`config.mk`:
```
export PLATFORM = sky130hd
export DESIGN_NAME = wb_arbiter_rr_flat
export DESIGN_NICKNAME = d
export VERILOG_FILES = /design/src/rtl/wb_arbiter_rr_if.sv /design/src/rtl/wb_arbiter_rr.sv /design/src/flat_wrapper.sv
export SDC_FILE = /design/constraint.sdc
export NUM_CORES = 1
export LEC_CHECK = 0
export BUFFER_PORTS_ARGS = -buffer_cell sky130_fd_sc_hd__buf_2
export CAP_MARGIN = 20
export CORE_AREA = 2 2 219 221
export CTS_CLUSTER_SIZE = 25
export DETAILED_ROUTE_END_ITERATION = 8
export DIE_AREA = 0 0 221 223
export PLACE_DENSITY = 0.37
export SYNTH_ARGS = -nofsm -noshare
export SYNTH_HDL_FRONTEND = slang
export SYNTH_SLANG_ARGS = --single-unit
```
`constraint.sdc`:
```
create_clock -name clk_i -period 4.7 [get_ports clk_i]
set_clock_uncertainty 0.1 [all_clocks]
set_input_delay 0 -clock clk_i [delete_from_list [all_inputs] [get_ports clk_i]]
set_output_delay 0 -clock clk_i [all_outputs]
set_load 0.05 [all_outputs]
```
`src/rtl/wb_arbiter_rr_if.sv`:
```
`default_nettype none
// +--------------------------------------------------------------------------+
// | wb_arbiter_rr_if : flattened multi-master / single-slave Wishbone B3     |
// | bundle; "slave" is the arbiter's view, "master" the surroundings. Rev 1.0|
// +--------------------------------------------------------------------------+
interface wb_arbiter_rr_if #(
  parameter int MASTERS    = 4,
  parameter int DATA_WIDTH = 32,
  parameter int ADDR_WIDTH = 32
);
  localparam int SEL_WIDTH = DATA_WIDTH >> 3;

  logic [ADDR_WIDTH*MASTERS-1:0] m_adr_i;
  logic [DATA_WIDTH*MASTERS-1:0] m_dat_i;
  logic [MASTERS-1:0]            m_cyc_i;
  logic [MASTERS-1:0]            m_stb_i;
  logic [MASTERS-1:0]            m_we_i;
  logic [SEL_WIDTH*MASTERS-1:0]  m_sel_i;
  logic [3*MASTERS-1:0]          m_cti_i;
  logic [2*MASTERS-1:0]          m_bte_i;
  logic [DATA_WIDTH*MASTERS-1:0] m_dat_o;
  logic [MASTERS-1:0]            m_ack_o;
  logic [MASTERS-1:0]            m_err_o;
  logic [MASTERS-1:0]            m_rty_o;

  logic [ADDR_WIDTH-1:0]         s_adr_o;
  logic [DATA_WIDTH-1:0]         s_dat_o;
  logic                          s_cyc_o;
  logic                          s_stb_o;
  logic                          s_we_o;
  logic [SEL_WIDTH-1:0]          s_sel_o;
  logic [2:0]                    s_cti_o;
  logic [1:0]                    s_bte_o;
  logic [DATA_WIDTH-1:0]         s_dat_i;
  logic                          s_ack_i;
  logic                          s_err_i;
  logic                          s_rty_i;

  modport slave (
    input  m_adr_i, m_dat_i, m_cyc_i, m_stb_i, m_we_i, m_sel_i, m_cti_i, m_bte_i,
    input  s_dat_i, s_ack_i, s_err_i, s_rty_i,
    output m_dat_o, m_ack_o, m_err_o, m_rty_o,
    output s_adr_o, s_dat_o, s_cyc_o, s_stb_o, s_we_o, s_sel_o, s_cti_o, s_bte_o
  );

  modport master (
    output m_adr_i, m_dat_i, m_cyc_i, m_stb_i, m_we_i, m_sel_i, m_cti_i, m_bte_i,
    output s_dat_i, s_ack_i, s_err_i, s_rty_i,
    input  m_dat_o, m_ack_o, m_err_o, m_rty_o,
    input  s_adr_o, s_dat_o, s_cyc_o, s_stb_o, s_we_o, s_sel_o, s_cti_o, s_bte_o
  );
endinterface
`default_nettype wire

```
`src/rtl/wb_arbiter_rr.sv`:
```
`default_nettype none
// +--------------------------------------------------------------------------+
// | wb_arbiter_rr : round-robin Wishbone B3 arbiter, grant held until cyc    |
// | drops; define WB_ARB_TIMEOUT_EN for the stall watchdog.       Rev 1.0    |
// +--------------------------------------------------------------------------+
module wb_arbiter_rr #(
  parameter int MASTERS        = 4,
  parameter int DATA_WIDTH     = 32,
  parameter int ADDR_WIDTH     = 32,
  parameter int TIMEOUT_CYCLES = 255
) (
  input  logic               clk_i,
  input  logic               rst_i,
  wb_arbiter_rr_if.slave     bus,
  output logic [MASTERS-1:0] grant_o,
  output logic               timeout_o
);
  localparam int SEL_WIDTH = DATA_WIDTH >> 3;
  localparam int IDX_W     = (MASTERS > 1) ? $clog2(MASTERS) : 1;
  localparam logic [IDX_W-1:0] LAST_RST = IDX_W'(MASTERS - 1);

  if (MASTERS < 1 || MASTERS > 16 || (DATA_WIDTH % 8) != 0 ||
      TIMEOUT_CYCLES < 1 || TIMEOUT_CYCLES > 65535) begin : g_param_check
    $error("wb_arbiter_rr: illegal parameter value");
  end

  logic             gnt_valid_q, gnt_valid_d;
  logic [IDX_W-1:0] owner_q, owner_d;
  logic [IDX_W-1:0] last_q, last_d;
  logic             w_active;
  logic             w_found;
  logic [IDX_W-1:0] w_pick;
  logic [IDX_W-1:0] w_idx;
  logic             w_expire;

  assign w_active = gnt_valid_q & bus.m_cyc_i[owner_q];

  // Walk downward so the requester nearest to last+1 is the one left in w_pick.
  always_comb begin
    w_found = 1'b0;
    w_pick  = '0;
    w_idx   = '0;
    for (int k = MASTERS; k >= 1; k--) begin
      w_idx = IDX_W'((int'(last_q) + k) % MASTERS);
      if (bus.m_cyc_i[w_idx]) begin
        w_found = 1'b1;
        w_pick  = w_idx;
      end
    end
  end

  always_comb begin
    gnt_valid_d = gnt_valid_q;
    owner_d     = owner_q;
    last_d      = last_q;
    if (!w_active) begin
      gnt_valid_d = w_found;
      if (w_found) begin
        owner_d = w_pick;
        last_d  = w_pick;
      end
    end
  end

  always_ff @(posedge clk_i) begin
    if (!rst_i) begin
      gnt_valid_q <= 1'b0;
      owner_q     <= '0;
      last_q      <= LAST_RST;
    end else begin
      gnt_valid_q <= gnt_valid_d;
      owner_q     <= owner_d;
      last_q      <= last_d;
    end
  end

`ifdef WB_ARB_TIMEOUT_EN
  logic [15:0] tmo_cnt_q, tmo_cnt_d;
  logic        w_resp;
  logic        w_stall;

  assign w_resp   = bus.s_ack_i | bus.s_err_i | bus.s_rty_i;
  assign w_stall  = w_active & bus.m_stb_i[owner_q] & ~w_resp;
  // Fires on the TIMEOUT_CYCLES-th consecutive stalled strobe.
  assign w_expire = w_stall & (tmo_cnt_q == 16'(TIMEOUT_CYCLES - 1));

  always_comb begin
    tmo_cnt_d = tmo_cnt_q;
    if (!w_active || w_resp || w_expire) begin
      tmo_cnt_d = '0;
    end else if (w_stall) begin
      tmo_cnt_d = tmo_cnt_q + 16'd1;
    end
  end

  always_ff @(posedge clk_i) begin
    if (!rst_i) begin
      tmo_cnt_q <= '0;
    end else begin
      tmo_cnt_q <= tmo_cnt_d;
    end
  end
`else
  assign w_expire = 1'b0;
`endif

  assign timeout_o   = w_expire;
  assign bus.m_dat_o = {MASTERS{bus.s_dat_i}};

  always_comb begin
    bus.s_cyc_o = 1'b0;
    bus.s_stb_o = 1'b0;
    bus.s_adr_o = '0;
    bus.s_dat_o = '0;
    bus.s_we_o  = 1'b0;
    bus.s_sel_o = '0;
    bus.s_cti_o = '0;
    bus.s_bte_o = '0;
    bus.m_ack_o = '0;
    bus.m_err_o = '0;
    bus.m_rty_o = '0;
    grant_o     = '0;
    if (w_active) begin
      bus.s_cyc_o          = 1'b1;
      bus.s_stb_o          = bus.m_stb_i[owner_q] & ~w_expire;
      bus.s_adr_o          = bus.m_adr_i[int'(owner_q)*ADDR_WIDTH +: ADDR_WIDTH];
      bus.s_dat_o          = bus.m_dat_i[int'(owner_q)*DATA_WIDTH +: DATA_WIDTH];
      bus.s_we_o           = bus.m_we_i[owner_q];
      bus.s_sel_o          = bus.m_sel_i[int'(owner_q)*SEL_WIDTH +: SEL_WIDTH];
      bus.s_cti_o          = bus.m_cti_i[int'(owner_q)*3 +: 3];
      bus.s_bte_o          = bus.m_bte_i[int'(owner_q)*2 +: 2];
      bus.m_ack_o[owner_q] = bus.s_ack_i;
      bus.m_err_o[owner_q] = bus.s_err_i | w_expire;
      bus.m_rty_o[owner_q] = bus.s_rty_i;
      grant_o[owner_q]     = 1'b1;
    end
  end
endmodule
`default_nettype wire

```
`src/flat_wrapper.sv`:
```
// flat-port wrapper written by rule: the top's interface ports become plain ports
module wb_arbiter_rr_flat 
#(
  parameter int MASTERS        = 4,
  parameter int DATA_WIDTH     = 32,
  parameter int ADDR_WIDTH     = 32,
  parameter int TIMEOUT_CYCLES = 255
)
  (clk_i, rst_i, grant_o, timeout_o, bus_m_adr_i, bus_m_dat_i, bus_m_cyc_i, bus_m_stb_i, bus_m_we_i, bus_m_sel_i, bus_m_cti_i, bus_m_bte_i, bus_s_dat_i, bus_s_ack_i, bus_s_err_i, bus_s_rty_i, bus_m_dat_o, bus_m_ack_o, bus_m_err_o, bus_m_rty_o, bus_s_adr_o, bus_s_dat_o, bus_s_cyc_o, bus_s_stb_o, bus_s_we_o, bus_s_sel_o, bus_s_cti_o, bus_s_bte_o);
  wb_arbiter_rr_if #(.MASTERS(MASTERS), .DATA_WIDTH(DATA_WIDTH), .ADDR_WIDTH(ADDR_WIDTH)) bus_i ();
  input  logic clk_i;
  input  logic rst_i;
  output logic [MASTERS-1:0] grant_o;
  output logic timeout_o;
  input wire logic [$bits(bus_i.m_adr_i)-1:0] bus_m_adr_i;
  input wire logic [$bits(bus_i.m_dat_i)-1:0] bus_m_dat_i;
  input wire logic [$bits(bus_i.m_cyc_i)-1:0] bus_m_cyc_i;
  input wire logic [$bits(bus_i.m_stb_i)-1:0] bus_m_stb_i;
  input wire logic [$bits(bus_i.m_we_i)-1:0] bus_m_we_i;
  input wire logic [$bits(bus_i.m_sel_i)-1:0] bus_m_sel_i;
  input wire logic [$bits(bus_i.m_cti_i)-1:0] bus_m_cti_i;
  input wire logic [$bits(bus_i.m_bte_i)-1:0] bus_m_bte_i;
  input wire logic [$bits(bus_i.s_dat_i)-1:0] bus_s_dat_i;
  input wire logic [$bits(bus_i.s_ack_i)-1:0] bus_s_ack_i;
  input wire logic [$bits(bus_i.s_err_i)-1:0] bus_s_err_i;
  input wire logic [$bits(bus_i.s_rty_i)-1:0] bus_s_rty_i;
  output wire logic [$bits(bus_i.m_dat_o)-1:0] bus_m_dat_o;
  output wire logic [$bits(bus_i.m_ack_o)-1:0] bus_m_ack_o;
  output wire logic [$bits(bus_i.m_err_o)-1:0] bus_m_err_o;
  output wire logic [$bits(bus_i.m_rty_o)-1:0] bus_m_rty_o;
  output wire logic [$bits(bus_i.s_adr_o)-1:0] bus_s_adr_o;
  output wire logic [$bits(bus_i.s_dat_o)-1:0] bus_s_dat_o;
  output wire logic [$bits(bus_i.s_cyc_o)-1:0] bus_s_cyc_o;
  output wire logic [$bits(bus_i.s_stb_o)-1:0] bus_s_stb_o;
  output wire logic [$bits(bus_i.s_we_o)-1:0] bus_s_we_o;
  output wire logic [$bits(bus_i.s_sel_o)-1:0] bus_s_sel_o;
  output wire logic [$bits(bus_i.s_cti_o)-1:0] bus_s_cti_o;
  output wire logic [$bits(bus_i.s_bte_o)-1:0] bus_s_bte_o;
  assign bus_i.m_adr_i = bus_m_adr_i;
  assign bus_i.m_dat_i = bus_m_dat_i;
  assign bus_i.m_cyc_i = bus_m_cyc_i;
  assign bus_i.m_stb_i = bus_m_stb_i;
  assign bus_i.m_we_i = bus_m_we_i;
  assign bus_i.m_sel_i = bus_m_sel_i;
  assign bus_i.m_cti_i = bus_m_cti_i;
  assign bus_i.m_bte_i = bus_m_bte_i;
  assign bus_i.s_dat_i = bus_s_dat_i;
  assign bus_i.s_ack_i = bus_s_ack_i;
  assign bus_i.s_err_i = bus_s_err_i;
  assign bus_i.s_rty_i = bus_s_rty_i;
  assign bus_m_dat_o = bus_i.m_dat_o;
  assign bus_m_ack_o = bus_i.m_ack_o;
  assign bus_m_err_o = bus_i.m_err_o;
  assign bus_m_rty_o = bus_i.m_rty_o;
  assign bus_s_adr_o = bus_i.s_adr_o;
  assign bus_s_dat_o = bus_i.s_dat_o;
  assign bus_s_cyc_o = bus_i.s_cyc_o;
  assign bus_s_stb_o = bus_i.s_stb_o;
  assign bus_s_we_o = bus_i.s_we_o;
  assign bus_s_sel_o = bus_i.s_sel_o;
  assign bus_s_cti_o = bus_i.s_cti_o;
  assign bus_s_bte_o = bus_i.s_bte_o;
  wb_arbiter_rr #(.MASTERS(MASTERS), .DATA_WIDTH(DATA_WIDTH), .ADDR_WIDTH(ADDR_WIDTH), .TIMEOUT_CYCLES(TIMEOUT_CYCLES)) u_core (.clk_i(clk_i), .rst_i(rst_i), .bus(bus_i), .grant_o(grant_o), .timeout_o(timeout_o));
endmodule
```
==> results of run 1 <==
==> power by group through the flow <==
| stage | clock network [mW] | logic [mW] | registers (mW) |
|---|---|---|---|
| finish | 0.140 | 1.25 | 0.0771 |
| global route | 0.146 | 1.32 | 0.0800 |
| detailed placement | 0 | 0.987 | 0.0799 |
| global placement | 0 | 0.983 | 0.0780 |
| floorplan | 0 | 1.01 | 0.0512 |
| CTS | 0.141 | 1.27 | 0.0792 |
==> stage by stage <==
step,cells,utilization (%)
finish,1263,13.0
global route,1262,13.0
CTS,1260,13.0
detailed placement,1223,11.4
global placement,1223,11.4
floorplan,362,-
==> area by class of cell <==
cell class / count / area, µm² / area share, %
Antenna cell: 3 / 7.51 / 0.122
Multi-Input combinational cell: 197 / 2470 / 40.3
Tap cell: 615 / 769 / 12.5
Inverter: 3 / 11.3 / 0.184
Clock buffer: 4 / 78.8 / 1.29
Sequential cell: 5 / 108 / 1.75
Timing Repair Buffer: 436 / 2690 / 43.8
==> cell families after synthesis <==
logic type             count (synthesis)  synth area share (%)
buffers and inverters                160                  30.6
flip-flops                             5                  2.70
other                                  1                 0.101
multiplexers                          78                  46.4
AO/OA/AOI/OAI                         15                  3.04
AND/OR/NAND/NOR                      103                  17.2
==> sequential cells by signal (all words and copies together), names as in the netlist <==
register            flops
u_core.last_q           2
u_core.gnt_valid_q      1
u_core.owner_q          2
==> critical path: stages (launching register included) <==
cell and delay (ns):
dfxtp_4 0.72, mux2i_1 0.22, o22a_2 0.29, inv_2 0.49
buf_4 0.47, and2_1 0.21, buf_2 0.26
==> metal layers <==
| metal | global-route usage (%) | part of all wire [%] | vias up |
|---|---|---|---|
| li1 | - | - | 1766 |
| met1 | 8.12 | 37 | 1943 |
| met2 | 13.1 | 52 | 295 |
| met3 | 2.54 | 9.5 | 14 |
| met4 | 0.974 | 1.2 | 6 |
| met5 | 0 | 0.21 | - |
==> cell usage after synthesis, types with 3 or more instances <==
master    number
and2_1        88
mux2i_1        3
dfxtp_1        5
clkbuf_1      12
nor3b_1        3
buf_2          8
mux4_2        75
nand2_1        3
buf_6          3
buf_4        133
==> final timing paths <==
kind | startpoint | end | slack, ns | cells after the start
hold / removal | bus_s_dat_i[5] | bus_m_dat_o[37] | 0.08 | 1
setup reg to reg | u_core.owner_q[1] | u_core.owner_q[1] | 2.40 | 5
hold reg to reg | u_core.last_q[0] | u_core.last_q[0] | 0.43 | 2
setup / recovery | u_core.owner_q[1] | bus_s_adr_o[8] | 1.66 | 6
==> results list, run 1 <==
- After layout, the worst path uses between 60 and 70% of the clock period.
* Clock network power share: around a tenth
- Vertical die dimension: approximately 220 µm
- Buffers inserted to repair hold after CTS numbered 33.
- The first global-routing pass estimated between 20000 and 30000 µm of wire.
- Power density normalized to cell area: 240 nW/µm²
* Final estimated routing congestion in global placement: around 0.8
- For this configuration, the core starts out at a cell density of under 10%.
* Slew Limit Fails: 0
* Cell count after synthesis: about 360
* Type of the most critical hold path: in2out
- The routed design has 19000 µm of wire.
- Drt first pass iters: 4
- Initial antenna violation count: 8
- Setup repair after global routing left no endpoint under its margin.
- In the routed design, unresolved DRC markers number 0.
- Switching power: about 0.85 mW
- The run finished with clean final reports.
- Cell area after layout: just over 6000 µm²
- PnR Total Power: 1.47 mW
- Worst-case setup margin in the final layout: about 1.7 ns
- The placed instances occupy a cell area of between 5000 and 6000 µm².
- Across all hold checks on the routed design, the worst slack comes to 0.0773 ns.
- Yosys warning total: 0
- Number of global-route vias before repair: 4276
- For the worst setup path, the data arrival time is a little under 3 ns.
- Number of resized instances in the post-cts repair step: 0
* Flip-flop cell with the highest count after synthesis: dfxtp_1
* Post-CTS clock slew at the launch and capture registers of the worst setup and hold paths: about 0.030 ns
- Once detail routing completed, the nets flagged for antenna violations numbered 0.
- CTS placed an instance of clkbuf_16 at the clock tree root.
- Routed length per instance: 15.0 µm
* Library cells used by synthesis: 32
- Kind of launch point of the worst setup path: flip-flop
* Later-pin clock latency in the skew report: between 0.2 and 0.25 ns
- DP Worst Slack: ~1.7 ns
- Number of buffers added by the clock tree synthesis step: 3
- The analysis attributes to cell leakage a power of about 2.9 nW.
- Clock tree from TritonCTS: done
* Register bit count reported by yosys: 5
* Residual overflow from global routing: 0
* Fraction of synthesized cell area taken by the top area cell type: 45.6%
- After the first detailed-routing iteration, the DRC count stood at 96.
- The tool flagged a number of max-cap violations equal to 0.
- CTS max path bufs: 2
* Peak supply drop: 97.0 µV
* Most common library cell in the layout ignoring fill and taps: buf_2
* Total global-route track usage: between 7 and 8%
- Summing the sequential cell areas from Yosys gives about 2.7% of the chip area.
- Switching portion of total power: between 50% and 60%
- The die covers approximately 49000 µm².
- Number of synthesized flops with an enable pin: 0
- After clock tree synthesis, the setup repair step added 0 buffers.
- Using the TritonRoute via totals, the vias-per-cell ratio works out to approximately 3.2.
* Syn avg cell area: roughly 10 µm²
- Hold violation total from the final report: 0
- Area growth syn-to-layout: 65.6%
- ~560 I/O pins were placed.
- Of the cells placed in the final design, the portion with a size suffix greater than 1 is between 80% and 90%.
* Library cell with the largest summed area after synthesis: mux4_2
- Portion of total power attributed to combinational logic: a little under nine tenths
- In the final timing run, aggregate negative setup slack is 0 ns.
- STA puts the critical path data required time at between 4 and 5 ns.
- The filler cells instantiated in the layout total 5388.
* CP endpoint kind: output port
* Maximum fanout count along the critical path: 46
- Async SR Flop Fraction: 0%
- In this run the core area contains 80 standard-cell rows.
- Largest cells by area after synthesis: mux4_2, buf_4, and2_1
- By startpoint and endpoint, the worst setup path is classified as reg2out.
* Slew Limit Headroom: approximately two fifths
- In this run the cell area of the synthesized design comes to ~3700 µm².
* Syn nets: between 700 and 800
- The smallest clock period supported by the final layout is computed as 3.04 ns.
- H-Tree Depth: 1
- Worst-margin pin slew: 0.884 ns
- Entering global routing, the biggest net connects a little under 80 pins.
- Top achievable clock speed: between 300 and 400 MHz
- Measured along the x axis, the die boundary spans roughly 220 µm.
- The share of total power dissipated in sequential elements is 5.2%.
- Count of final setup violators: 0
- Detailed placement finished with a half-perimeter wire length of around 16000 µm.
- Input and output buffers added on the ports amount to 400.
- Sinks on the clock net: 5
- Most frequent cells in the layout: buf_2, and2_1, mux4_2
- The floorplan step defined a core boundary enclosing 47100 µm².
- P_int: around 0.62 mW
* Nets: between 900 and 1000
- The final route contains ~4000 vias.
Power figures use the tool's default switching activity.
==> inputs of run 2 (changes only) <==
CORE_AREA = 2 2 216 218   (was 2 2 219 221)
DIE_AREA = 0 0 218 220   (was 0 0 221 223)
PLACE_DENSITY = 0.38   (was 0.37)
clock period = 3.1 ns   (was 4.7 ns; I/O delays follow)
==> run 2 against run 1 <==
Net effect: cell count decreased by 0.55%; critical path type unchanged; routed wire length decreased by 0.17%; non-clock buffer count increased by 3; worst hold slack about the same; setup slack got worse by 0.84 ns; highest routed layer unchanged; largest power group unchanged.
==> results list, run 2 (synthesis gave the netlist of run 1 again) <==
* IO Port Bufs: 400 (unchanged)
* Worst path arrival time: 2.18 ns (-0.76 ns)
- Cell type group with the largest total delay on the critical path: buffers and inverters
- CP Data Required Time: 3.00 ns (-1.60 ns)
- Core region area: 45900 µm² (-2.7%)
- Top achievable clock speed: roughly 440 MHz
- Worst-margin pin slew: 0.704 ns (-0.180 ns)
* Total cell area at the placement stage: 5590 µm² (+3.5%)
* Worst-case setup margin in the final layout: 0.822 ns (-0.835 ns)
* Hold violation total from the final report: 0 (unchanged)
- The static leakage was 2.93 nW (+1.9%).
- Power density normalized to cell area: 364 nW/µm² (+52%)
* Die outline area: 48000 µm² (-2.7%)
* Routed vias/inst: 3.17 (-0.52%)
* Run status: finished clean
* Final period util: 73.5%
- The number of ports placed on the die boundary is 562 (unchanged).
- Residual overflow from global routing: 0 (unchanged)
* Combined buffer and inverter count along the critical path: 2 (-1)
- Leaving out fill and tap cells, the most frequent cell in the layout is buf_2.
- Wire length of the first global-routing pass: 24300 µm (-9.1%)
- Routed length per instance: 15.1 µm (+0.38%)
- Max Cap Viol: 0 (unchanged)
- Nets: 990 (+0.30%)
- Final estimated routing congestion in global placement: 0.719 (-9.0%)
- Type of the most critical hold path: in2out
* Peak supply drop: 138 µV (+42%)
- The initial core utilization came to 8.08% (+0.22 points).
* Final-layout setup total negative slack: 0 ns (unchanged)
* Total global-route track usage: 6.76% (-0.39 points)
- The post-route antenna net violation count came to 0 (unchanged).
- Number of resized instances in the post-cts repair step: 0 (unchanged)
- CP endpoint kind: output port
* Number of global-route vias before repair: 3824 (-11%)
- Vertical die dimension: 220 µm (-1.3%)
* Cell area after layout: 6320 µm² (+3.0%)
* DP Worst Slack: 0.967 ns (-0.769 ns)
- Number of buffers added by the clock tree synthesis step: 3 (unchanged)
- By startpoint and endpoint, the worst setup path is classified as reg2out.
- Library cell used as clock root buffer: clkbuf_16
- Placed wire-length estimate: 16200 µm (+1.2%)
- The hold-fix buffer count after cts is 33 (unchanged).
- RSZ-0062 raised after global routing: false
- The number of DRC violations after detailed-routing iteration 0 was 154 (+60%).
- The number of buffers on the longest clock path is 2 (unchanged).
- After global routing, the most crowded layer is met2.
- Drt first pass iters: 4 (unchanged)
- In the layout the commonest cells are buf_2, and2_1, mux4_2.
- Proportion of layout cells with a drive suffix above 1: 80.4% (+0.091 points)
* Shortest clock period the worst path allows after layout: approximately 2.3 ns
- H-Tree Depth: 1 (unchanged)
- The clock latency on the worst-skew pair was 0.23 ns (about the same).
- The signal on the critical path passes through buf_4, mux4_2, and2_1, buf_2.
- The post-detailed-route DRC marker count is 0 (unchanged).
* Maximum fanout count along the critical path: 33 (-28%)
- The slowest stage of the critical path belongs to the cell mux4_2.
* Total Wirelength: 18900 µm (-0.17%)
- Total number of placement rows: 79 (-1.3%)
- The number of failing setup endpoints in the final timing report is 0 (unchanged).
- The worst slew slack as a fraction of its limit came to 53.1% (+12 points).
- Number of vias after detailed routing: 3981 (-1.1%)
* Sinks on the clock net: 5 (unchanged)
* Slew Limit Fails: 0 (unchanged)
- Count of buffers added by post-CTS timing repair for setup: 0 (unchanged)
- Clock tree from TritonCTS: done
* Highest cell delay on the worst timing path: 0.58 ns (-0.14 ns)
- Post-CTS clock slew at the launch and capture registers of the worst setup and hold paths: 0.03 ns (about the same)
* Global-route met1 utilization: 7.83% (-0.29 points)
- Worst hold margin: 0.0778 ns (+0.000461 ns)
* Pin count of the biggest net entering global routing: 45 (-42%)
- The total chip power came to 2.30 mW (+57%).
* Kind of launch point of the worst setup path: flip-flop
- The routing usage on met3 was 1.75% (-0.79 points).
- Initial antenna violation count: 4 (-4)
* Area growth syn-to-layout: 70.6%
- The largest registers in the layout are u_core.last_q x2, u_core.owner_q x2, u_core.gnt_valid_q x1.
- The global routing usage on met2 was 12.7% (-0.41 points).
* Die span in x: 218 µm (-1.4%)
## run 2: cell types whose count changed in the layout (fill, tap and decap cells not counted)
cell / previous run / this run
buf_4: 2 / 4
diode_2: 3 / 1
buf_12: 33 / 45
buf_2: 400 / 389
## run 2: worst register-to-register path, delay by kind of cell (launching register included)
kind                   cells  cell delay, ns
multiplexers               1            0.30
AO/OA/AOI/OAI              3            0.62
buffers and inverters      1            0.15
flip-flops                 1            0.36
## run 2: area by class of cell
class / instances / area (µm²)
fill: 5254 / 39500
inverter: 3 / 11.3
sequential: 5 / 108
timing repair buffer: 439 / 2890
antenna: 1 / 2.50
tap: 607 / 759
clock buffer: 4 / 78.8
multi-input combinational: 197 / 2470
## run 2: power by group
group	switching, mW	internal [mW]	total, mW
Combinational	1.24	0.762	2.00
Sequential	0.0132	0.0753	0.0885
Clock	0.0439	0.171	0.214
## run 2: path summary, 6_finish.rpt
path	end	slack [ns]	depth (start not counted)	startpoint
worst max-delay path	bus_s_dat_o[17]	0.82	4	u_core.owner_q[0]
worst min-delay path	bus_m_dat_o[103]	0.08	1	bus_s_dat_i[7]
worst max register to register	u_core.last_q[0]	1.44	5	u_core.owner_q[1]
worst min register to register	u_core.last_q[0]	0.43	2	u_core.last_q[0]
## run 2: metrics by stage
step | cells | util (%)
5_1_grt | 1256 | 13.8
4_1_cts | 1255 | 13.8
6_report | 1256 | 13.8
3_3_place_gp | 1218 | 12.2
3_5_place_dp | 1218 | 12.2
2_1_floorplan | 362 | -
## run 2: per-layer routing
layer,share of wire [%],up-vias,wire [µm]
met2,52,273,9920
met1,36,1921,6880
met3,10,14,1880
met4,1.1,6,206
li1,-,1767,-
met5,0.23,-,44
==> inputs of run 3 (changes only) <==
clock period = 2.3 ns   (was 3.1 ns; I/O delays follow)
==> run 3 against run 2 <==
Net effect: utilization increased by 0.28 points; worst hold slack improved by 0.0010 ns; routed wire length decreased by 1.1%; design area increased by 2.0%; setup slack got worse by 0.65 ns; highest routed layer unchanged; largest cell class unchanged; non-clock buffer count increased by 3.
==> results list, run 3 (synthesis gave the netlist of run 1 again) <==
- Run status: finished clean
- The total length of routed wires is 18700 µm (-1.1%).
- Sinks on the clock net: 5 (unchanged)
- Drt first pass iters: 4 (unchanged)
- CP endpoint kind: output port
- The post-detailed-route DRC marker count came to 0 (unchanged).
- The library cell used most frequently in the layout, excluding fill and tap cells, is buf_2.
* Wire length of the first global-routing pass: 24400 µm (+0.71%)
- The required time at the endpoint of the critical path came to 2.20 ns (-0.80 ns).
- Total global-route track usage: 6.88% (+0.12 points)
- Nets: 993 (+0.30%)
- Max Cap Viol: 0 (unchanged)
- The wire length per cell came to 14.9 µm (-1.3%).
- The buffer count from post-CTS setup fixing came to 0 (unchanged).
* Top achievable clock speed: roughly 470 MHz
- The area growth from synthesis to layout is 74.0%.
- The number of ports placed on the die boundary came to 562 (unchanged).
- The worst-case setup slack after placement is 0.350 ns (-0.617 ns).
* Count of final setup violators: 0 (unchanged)
* H-Tree Depth: 1 (unchanged)
- The tightest min-delay check is of the in2out type.
- Cell total after placement: 1221 (+0.25%)
- The total number of placement rows came to 79 (unchanged).
- Library cell used as clock root buffer: clkbuf_16
- The remaining global-route overflow came to 0 (unchanged).
- After layout, the minimum clock period comes to approximately 2.1 ns.
- Core region area: 45900 µm² (unchanged)
* Worst path arrival time: 2.03 ns (-0.15 ns)
- Proportion of layout cells with a drive suffix above 1: 80.8% (+0.40 points)
* Initial core utilization: 8.08% (unchanged)
* Number of global-route vias before repair: 3981 (+4.1%)
* Switching portion of total power: 55.2% (-0.99 points)
- Worst-case setup margin in the final layout: 0.174 ns (-0.648 ns)
- The smallest hold slack is 0.0788 ns (+0.00104 ns).
- Clock tree from TritonCTS: done
- Slew Limit Fails: 0 (unchanged)
- IO Port Bufs: 400 (unchanged)
* Total cell area at the placement stage: 5710 µm² (+2.3%)
- Count of non-filler cells in the finished layout: 1259 (+0.24%)
- Most frequent cells in the layout: buf_2, and2_1, mux4_2
* Hold Crit Depth: 1 (unchanged)
- The worst setup path is of the reg2out kind.
* Routed vias/inst: 3.21 (+1.4%)
* Pin count of the biggest net entering global routing: 51 (+13%)
- The post-route antenna net violation count is 0 (unchanged).
- Peak supply drop: 275 µV (+100%)
- Number of buffers added by the clock tree synthesis step: 3 (unchanged)
* Final estimated routing congestion in global placement: 0.731 (+1.7%)
- Reg-to-reg slack, setup: 0.43 ns (-1.01 ns)
- Hold violation total from the final report: 0 (unchanged)
- Power density normalized to cell area: 490 nW/µm² (+35%)
- The number of vias after detailed routing is 4046 (+1.6%).
- The largest fanout of any net on the critical path is 29 (-12%).
- Vertical die dimension: 220 µm (unchanged)
* Portion of total power attributed to combinational logic: 87.2% (+0.4 points)
- The number of buffers on the longest clock path was 2 (unchanged).
* Static power due to leakage: 2.97 nW (+1.4%)
- The placed wire-length estimate after detailed placement came to 15900 µm (-1.7%).
- The share of power burned in registers is 3.9% (about the same).
* P_int: 1.41 mW (+40%)
- Post-CTS clock slew at the launch and capture registers of the worst setup and hold paths: 0.03 ns (about the same)
- Largest registers: u_core.last_q x2, u_core.owner_q x2, u_core.gnt_valid_q x1
* Clock network power share: 9.0% (-0.3 points)
- Count of routing violations after the opening detailed-route iteration: 124 (-19%)
- Switching power: 1.74 mW (+35%)
- RSZ-0062 raised after global routing: false
- The number of cells upsized or downsized after cts is 0 (unchanged).
- The clock latency on the worst-skew pair came to 0.23 ns (about the same).
- Final period util: between 90% and 100%
* Initial antenna violation count: 6 (+2)
- Cell area after layout: 6450 µm² (+2.0%)
* Die span in x: 218 µm (unchanged)
- Count of cells along the worst register-to-register path: 6 (+1)
- STA classifies the critical path startpoint as a flip-flop.
- Die outline area: 48000 µm² (unchanged)
[run 3: cell types whose count changed in the layout (fill, tap and decap cells not counted), sizes merged]
| cell | delta |
|---|---|
| buf | +3 |
[run 3: power groups by stage]
stage               clock (mW)  combinational, mW  sequential, mW
finish                   0.283               2.75           0.122
global route             0.299               2.90           0.125
CTS                      0.289               2.80           0.122
detailed placement           0               2.22           0.124
global placement             0               2.21           0.123
floorplan                    0               2.06           0.105
[run 3: worst max-delay path, cell delays in order, from the launching register on]
cell and delay [ns]:
dfxtp_4 0.37, buf_12 0.19, nand2_1 0.12, o22a_2 0.26, inv_2 0.09, buf_4 0.29
and2_1 0.18, buf_2 0.26
[run 3: what timing repair did]
action	in CTS	in global routing
hold buffers	33	0
setup endpoints to repair	0	0
hold endpoints to repair	133	0
[run 3: worst paths after layout]
check	end	startpoint
worst max-delay path	bus_s_dat_o[23]	u_core.owner_q[0]
worst min register to register	u_core.last_q[0]	u_core.last_q[0]
worst min-delay path	bus_m_dat_o[5]	bus_s_dat_i[5]
worst max register to register	u_core.last_q[0]	u_core.owner_q[1]
[run 3: per-stage QoR]
stage,TNS (ns),util (%),power [mW]
2_1_floorplan,-1.28,-,2.16
3_3_place_gp,0,12.5,2.33
3_5_place_dp,0,12.5,2.34
4_1_cts,0,14.0,3.21
5_1_grt,0,14.1,3.33
6_report,0,14.1,3.16
[run 3: cell type report]
class / count / area (µm²)
Inverter: 3 / 11.3
Multi-Input combinational cell: 197 / 2480
Sequential cell: 5 / 108
Fill cell: 5204 / 39400
Tap cell: 607 / 759
Antenna cell: 1 / 2.50
Clock buffer: 4 / 78.8
Timing Repair Buffer: 442 / 3010
[run 3: layer usage]
| metal | track usage [%] | share of wire [%] |
|---|---|---|
| met5 | 0 | 0.19 |
| met4 | 0.907 | 0.51 |
| met3 | 2.07 | 12 |
| met2 | 12.1 | 50 |
| met1 | 8.44 | 37 |
